<file path="src/rtl/mem_port_arbiter_pkg.sv">
// Shared types for the memory port arbiter: FSM states, grant owner, RV32 load/store funct3 codes.
package mem_port_arbiter_pkg;

  typedef enum logic [1:0] {
    IDLE   = 2'd0,
    ACCESS = 2'd1,
    RESP   = 2'd2
  } state_t;

  typedef enum logic {
    G_IF = 1'b0,
    G_D  = 1'b1
  } owner_t;

  localparam logic [2:0] F3_LB  = 3'b000;
  localparam logic [2:0] F3_LH  = 3'b001;
  localparam logic [2:0] F3_LW  = 3'b010;
  localparam logic [2:0] F3_LBU = 3'b100;
  localparam logic [2:0] F3_LHU = 3'b101;
  localparam logic [2:0] F3_SB  = 3'b000;
  localparam logic [2:0] F3_SH  = 3'b001;
  localparam logic [2:0] F3_SW  = 3'b010;

  // Unknown funct3 codes are rejected the same way as misaligned addresses.
  function automatic logic is_misaligned(input logic we, input logic [2:0] f3,
                                         input logic [1:0] a);
    logic bad;
    bad = 1'b1;
    if (we) begin
      case (f3)
        F3_SB:   bad = 1'b0;
        F3_SH:   bad = a[0];
        F3_SW:   bad = |a;
        default: bad = 1'b1;
      endcase
    end else begin
      case (f3)
        F3_LB, F3_LBU: bad = 1'b0;
        F3_LH, F3_LHU: bad = a[0];
        F3_LW:         bad = |a;
        default:       bad = 1'b1;
      endcase
    end
    return bad;
  endfunction

endpackage

</file>
<file path="src/rtl/mem_port_arbiter_load_extend.sv">
// Combinational load extension: picks the low byte/half of the memory word and sign/zero extends it.
module load_extend
  import mem_port_arbiter_pkg::*;
(
  input  logic [2:0]  funct3,
  input  logic [31:0] word,
  output logic [31:0] data
);

  always_comb begin
    data = word;
    case (funct3)
      F3_LB:   data = {{24{word[7]}}, word[7:0]};
      F3_LH:   data = {{16{word[15]}}, word[15:0]};
      F3_LW:   data = word;
      F3_LBU:  data = {24'b0, word[7:0]};
      F3_LHU:  data = {16'b0, word[15:0]};
      default: data = word;
    endcase
  end

endmodule

</file>
<file path="src/rtl/mem_port_arbiter.sv">
// Arbitrates IF and D onto one memory port; req->ready latency 2 cycles, one access per 3 cycles.
// Requesters stall by holding req until their 1-cycle ready pulse; D has priority, IF forced after MAX_DSTREAK.
module mem_port_arbiter
  import mem_port_arbiter_pkg::*;
#(
  parameter int MEM_AW      = 6,
  parameter int MAX_DSTREAK = 4
) (
  input  logic              clk,
  input  logic              rst,
  input  logic              if_req,
  input  logic [31:0]       if_addr,
  output logic              if_ready,
  output logic [31:0]       if_rdata,
  input  logic              d_req,
  input  logic              d_we,
  input  logic [2:0]        d_funct3,
  input  logic [31:0]       d_addr,
  input  logic [31:0]       d_wdata,
  output logic              d_ready,
  output logic [31:0]       d_rdata,
  output logic              d_misalign,
  output logic [MEM_AW-1:0] m_addr,
  output logic              m_read,
  output logic              m_write,
  output logic [2:0]        m_funct3,
  output logic [31:0]       m_wdata,
  input  logic [31:0]       m_rdata
);

  localparam int SKW = $clog2(MAX_DSTREAK + 1);
  localparam logic [SKW-1:0] STREAK_MAX = SKW'(MAX_DSTREAK);

  state_t         state;
  owner_t         owner;
  logic [SKW-1:0] streak;
  logic [2:0]     ld_f3;
  logic           reject;
  logic           grant_d;
  logic           grant_if;
  logic           d_bad;
  logic [31:0]    ext_data;
  logic           unused_addr;

  assign grant_d     = d_req && !(if_req && (streak == STREAK_MAX));
  assign grant_if    = if_req && !grant_d;
  assign d_bad       = is_misaligned(d_we, d_funct3, d_addr[1:0]);
  assign unused_addr = ^{d_addr[31:MEM_AW+2], if_addr[31:MEM_AW+2], if_addr[1:0]};

  load_extend u_load_extend (
    .funct3 (ld_f3),
    .word   (m_rdata),
    .data   (ext_data)
  );

  // Rejected D accesses still pass through ACCESS (with no strobes) so every request sees the same latency.
  always_ff @(posedge clk or negedge rst) begin
    if (!rst) begin
      state      <= IDLE;
      owner      <= G_IF;
      streak     <= '0;
      ld_f3      <= '0;
      reject     <= 1'b0;
      if_ready   <= 1'b0;
      if_rdata   <= '0;
      d_ready    <= 1'b0;
      d_rdata    <= '0;
      d_misalign <= 1'b0;
      m_addr     <= '0;
      m_read     <= 1'b0;
      m_write    <= 1'b0;
      m_funct3   <= '0;
      m_wdata    <= '0;
    end else begin
      case (state)
        IDLE: begin
          if (grant_d) begin
            owner  <= G_D;
            ld_f3  <= d_funct3;
            reject <= d_bad;
            state  <= ACCESS;
            if (!d_bad) begin
              m_addr   <= d_addr[MEM_AW+1:2];
              m_funct3 <= d_funct3;
              m_wdata  <= d_wdata;
              m_read   <= !d_we;
              m_write  <= d_we;
            end
            if (!if_req) streak <= '0;
            else if (streak != STREAK_MAX) streak <= streak + 1'b1;
          end else if (grant_if) begin
            owner  <= G_IF;
            reject <= 1'b0;
            state  <= ACCESS;
            m_addr <= if_addr[MEM_AW+1:2];
            m_read <= 1'b1;
            streak <= '0;
          end else begin
            streak <= '0;
          end
        end
        ACCESS: begin
          m_read  <= 1'b0;
          m_write <= 1'b0;
          state   <= RESP;
          if (owner == G_IF) begin
            if_rdata <= m_rdata;
            if_ready <= 1'b1;
          end else begin
            d_ready    <= 1'b1;
            d_misalign <= reject;
            if (reject) d_rdata <= '0;
            else if (m_read) d_rdata <= ext_data;
          end
        end
        RESP: begin
          if_ready   <= 1'b0;
          d_ready    <= 1'b0;
          d_misalign <= 1'b0;
          state      <= IDLE;
        end
        default: state <= IDLE;
      endcase
    end
  end

endmodule

</file>
<file path="config.mk">
export PLATFORM = sky130hd
export DESIGN_NAME = mem_port_arbiter
export DESIGN_NICKNAME = d
export VERILOG_FILES = /design/src/rtl/mem_port_arbiter_pkg.sv /design/src/rtl/mem_port_arbiter_load_extend.sv /design/src/rtl/mem_port_arbiter.sv
export SDC_FILE = /design/constraint.sdc
export NUM_CORES = 1
export LEC_CHECK = 0
export CORE_UTILIZATION = 43
export DETAILED_ROUTE_END_ITERATION = 8
export GPL_ROUTABILITY_DRIVEN = 1
export PLACE_DENSITY = 0.83
export SLEW_MARGIN = 20
export SYNTH_ARGS = -nofsm -noshare
export SYNTH_HDL_FRONTEND = slang
export SYNTH_SLANG_ARGS = --single-unit
</file>
<file path="constraint.sdc">
create_clock -name clk -period 5.2 [get_ports clk]
set_input_delay 1.3 -clock clk [delete_from_list [all_inputs] [get_ports clk]]
set_output_delay 1.3 -clock clk [all_outputs]
set_load 0.03 [all_outputs]
</file>
==> results by group <==
Die
  • Initial core utilization: 0.4486
  • I/O pins: 246
  • Die Ht: 109.0 um
  • Row count: 38
  • Die footprint: 11,890 um^2
  • Die width: between 100 and 150 um
  • Core area: 10,980 um^2

STA
  • Worst-Margin Slew: 1032 ps
  • Final setup vio count: 0
  • Clock skew: 4.559 ps
  • Final Slew Violations: 0
  • Setup TNS Final: 0 ps
  • Crit share post-route: 0.6302
  • Peak Freq: 305.2 MHz
  • Post-layout min period: 3277 ps
  • RSZ-0062 raised after global routing: no
  • Slew HR: 0.3092
  • Final Hold Fails: 0

Global routing
  • GRT Total Usage: 0.2219
  • Vias in the first global route: 3,874
  • Largest net degree at the start of global routing: 121
  • Initial antenna violation count: 0
  • Global-route wire length before repair: 19.71 mm
  • Grt ovf: 0

Final layout
  • Nets: 696
  • Fill count: 761
  • Commonest non-fill, non-tap cells in the layout: clkdlybuf4s50_1, dfrtp_1, mux2_2
  • Diode count: 0
  • Commonest non-fill, non-tap cell in the layout: clkdlybuf4s50_1
  • Final core utilization: 0.6904
  • Fraction of layout cells with a size suffix above 1: 0.1947
  • Syn-to-layout area delta: 53.89%

Outcome
  • Status: finished, final reports clean

CTS
  • Worst-path clk slew: 50 ps
  • CTS tree: built
  • CTS Buf Count: 17
  • Hold Buf Count CTS: 0
  • H-tree depth: 4
  • Clock sinks: 120
  • Postcts setup bufs: 0
  • Root buf cell: clkbuf_16
  • Clock Tree Buf Depth: 2
  • Clk_lat worst skew: 400 ps
  • Post-CTS Resized: 0

Critical path
  • CP required: 5490 ps
  • Crit path launch type: input pin
  • Peak fanout along the critical path: 35
  • Crit path buf inv count: 1
  • CP Capture Type: register
  • Crit-path slowest cell: nand3_4
  • CP cell instances: clkdlybuf4s50_1, and3_1, nor2_2, nand3_4, mux2_4
  • WS Path Type: input pin to register
  • Worst path top cell family by delay: simple AND/OR/NAND/NOR gates
  • Slowest cell delay on critical path: 590 ps
  • Worst EP arrival: 3560 ps

Synth
  • Gate Count Post-Synth: ~360
  • FFs w/ async S/R, synth: 1.000
  • Avg Inst Size Synth: 13.65 um^2
  • Net count after synthesis: 499
  • YS warnings: 0
  • Cell variety after synth: 37
  • Leading register cell type out of synthesis: dfrtp_1
  • Mapped cell area: slightly below 5000 um^2
  • EDFF count, synth: 0
  • Seq cells post-synth: 120
  • Register area share after synthesis: 0.6094

Power and ir drop
  • Pwr dens: 730.9 nW/um^2
  • Worst vdd rail ir drop: 0.0004725 V
  • LEAKAGE: 3.345 nW
  • Total power draw: 5.542 mW

Detailed routing
  • DRT antenna net count: 0
  • Final wirelength: between 10 and 15 mm
  • TritonRoute pass-1 iters: 4
  • DRC Markers: 0
  • Average routed wire per standard cell: about 17 um
  • Iter 0 DRT Violations: 196
  • Vias: 3,647
  • Vias per Instance: 5.137

Placed design
  • RD Place Congestion: 0.8333
  • IO buf count: between 150 and 200
  • Dpl hpwl: 8.603 mm

Flow run
  • Max-cap viol count: 0

Hold path
  • HP Class: register to register
## power by group
| group | leakage [nW] | total, mW | internal (mW) | switching [mW] |
|---|---|---|---|---|
| combinational | 1.59 | 2.65 | 1.26 | 1.40 |
| sequential | 1.46 | 1.71 | 1.38 | 0.325 |
| clock | 0.296 | 1.18 | 0.784 | 0.396 |
| total | 3.34 | 5.54 | 3.42 | 2.12 |
## flip-flops by register name, summed over array words and instances, names as in the netlist
| register | count |
|---|---|
| if_ready | 1 |
| state | 2 |
| d_rdata | 32 |
| d_misalign | 1 |
| m_read | 1 |
| m_addr | 6 |
| m_funct3 | 3 |
| m_write | 1 |
| streak | 3 |
| d_ready | 1 |
| m_wdata | 32 |
| owner | 1 |
| if_rdata | 32 |
| ld_f3 | 3 |
| reject | 1 |
## cells by family after synthesis
family          count (synthesis)  synth area share
fa+ha+maj                       2          0.005078
mux                            73            0.1892
compound gates                 72           0.09675
buf+inv                        25           0.02514
simple gates                   69           0.07440
flops                         120            0.6094
## worst reg2reg max path, stage by stage (launching register included)
cell     delay (ps)
dfrtp_1         380
inv_1            60
ha_1            200
and3_1          210
nor2_2          390
nand3_4         590
mux2_4          530
## cells in the mapped netlist (3+ instances only)
library cell	n	area share
o21ai_1	4	0.0041
a2bb2oi_1	6	0.011
mux2_4	30	0.091
clkbuf_1	10	0.0076
mux2_2	40	0.091
o22ai_1	7	0.0089
nor2b_1	19	0.024
nand3_1	5	0.0051
nor2_1	3	0.0023
a22o_1	16	0.028
o21ai_0	30	0.030
dfrtp_1	120	0.61
buf_2	6	0.0061
nand2_1	30	0.023
inv_1	5	0.0038
buf_6	3	0.0069
## layer usage
metal  up-vias  wire, um  GRT usage  part of all wire
met1      1780      4955     0.2614              0.40
met5         -         0          0                 0
met2       168      6020     0.3589              0.49
met3        20      1222    0.09085             0.099
li1       1679         -          -                 -
met4         0       197    0.08977             0.016
## per-stage QoR
stage          setup slack [ps]  hold slack, ps  cells  cell area (um^2)
6_report                   1923           486.1    710              7582
2_1_floorplan              2538           479.1    361              4927
3_3_place_gp               1551           463.0    679              6985
5_1_grt                    1833           507.1    710              7582
3_5_place_dp               1512           474.7    679              6985
4_1_cts                    1950           487.0    710              7582
## area by class of cell
class                           instances  area (um^2)  share of cell area
Clock inverter                          9        122.6             0.01617
Multi-Input combinational cell        216         1808              0.2384
Sequential cell                       120         3003              0.3960
Clock buffer                           22        474.2             0.06254
Tap cell                              140        175.2             0.02310
Timing Repair Buffer                  197         1977              0.2607
Inverter                                6        22.52            0.002970
## worst paths after layout
check	startpoint	to	slack (ps)	cells after the start
worst max-delay path	if_req	m_wdata[25]$_DFFE_PN0P_	1920	5
worst min-delay path	d_rdata[26]$_DFFE_PN0P_	d_rdata[26]$_DFFE_PN0P_	490	2
worst max register to register	streak[0]$_DFFE_PN0P_	m_wdata[25]$_DFFE_PN0P_	2730	6
worst min register to register	d_rdata[26]$_DFFE_PN0P_	d_rdata[26]$_DFFE_PN0P_	490	2
max in group asynchronous	rst	m_addr[4]$_DFFE_PN0P_	3720	2
min in group asynchronous	rst	d_rdata[3]$_DFFE_PN0P_	940	2
Note: power is estimated with default switching activity, not from simulation.
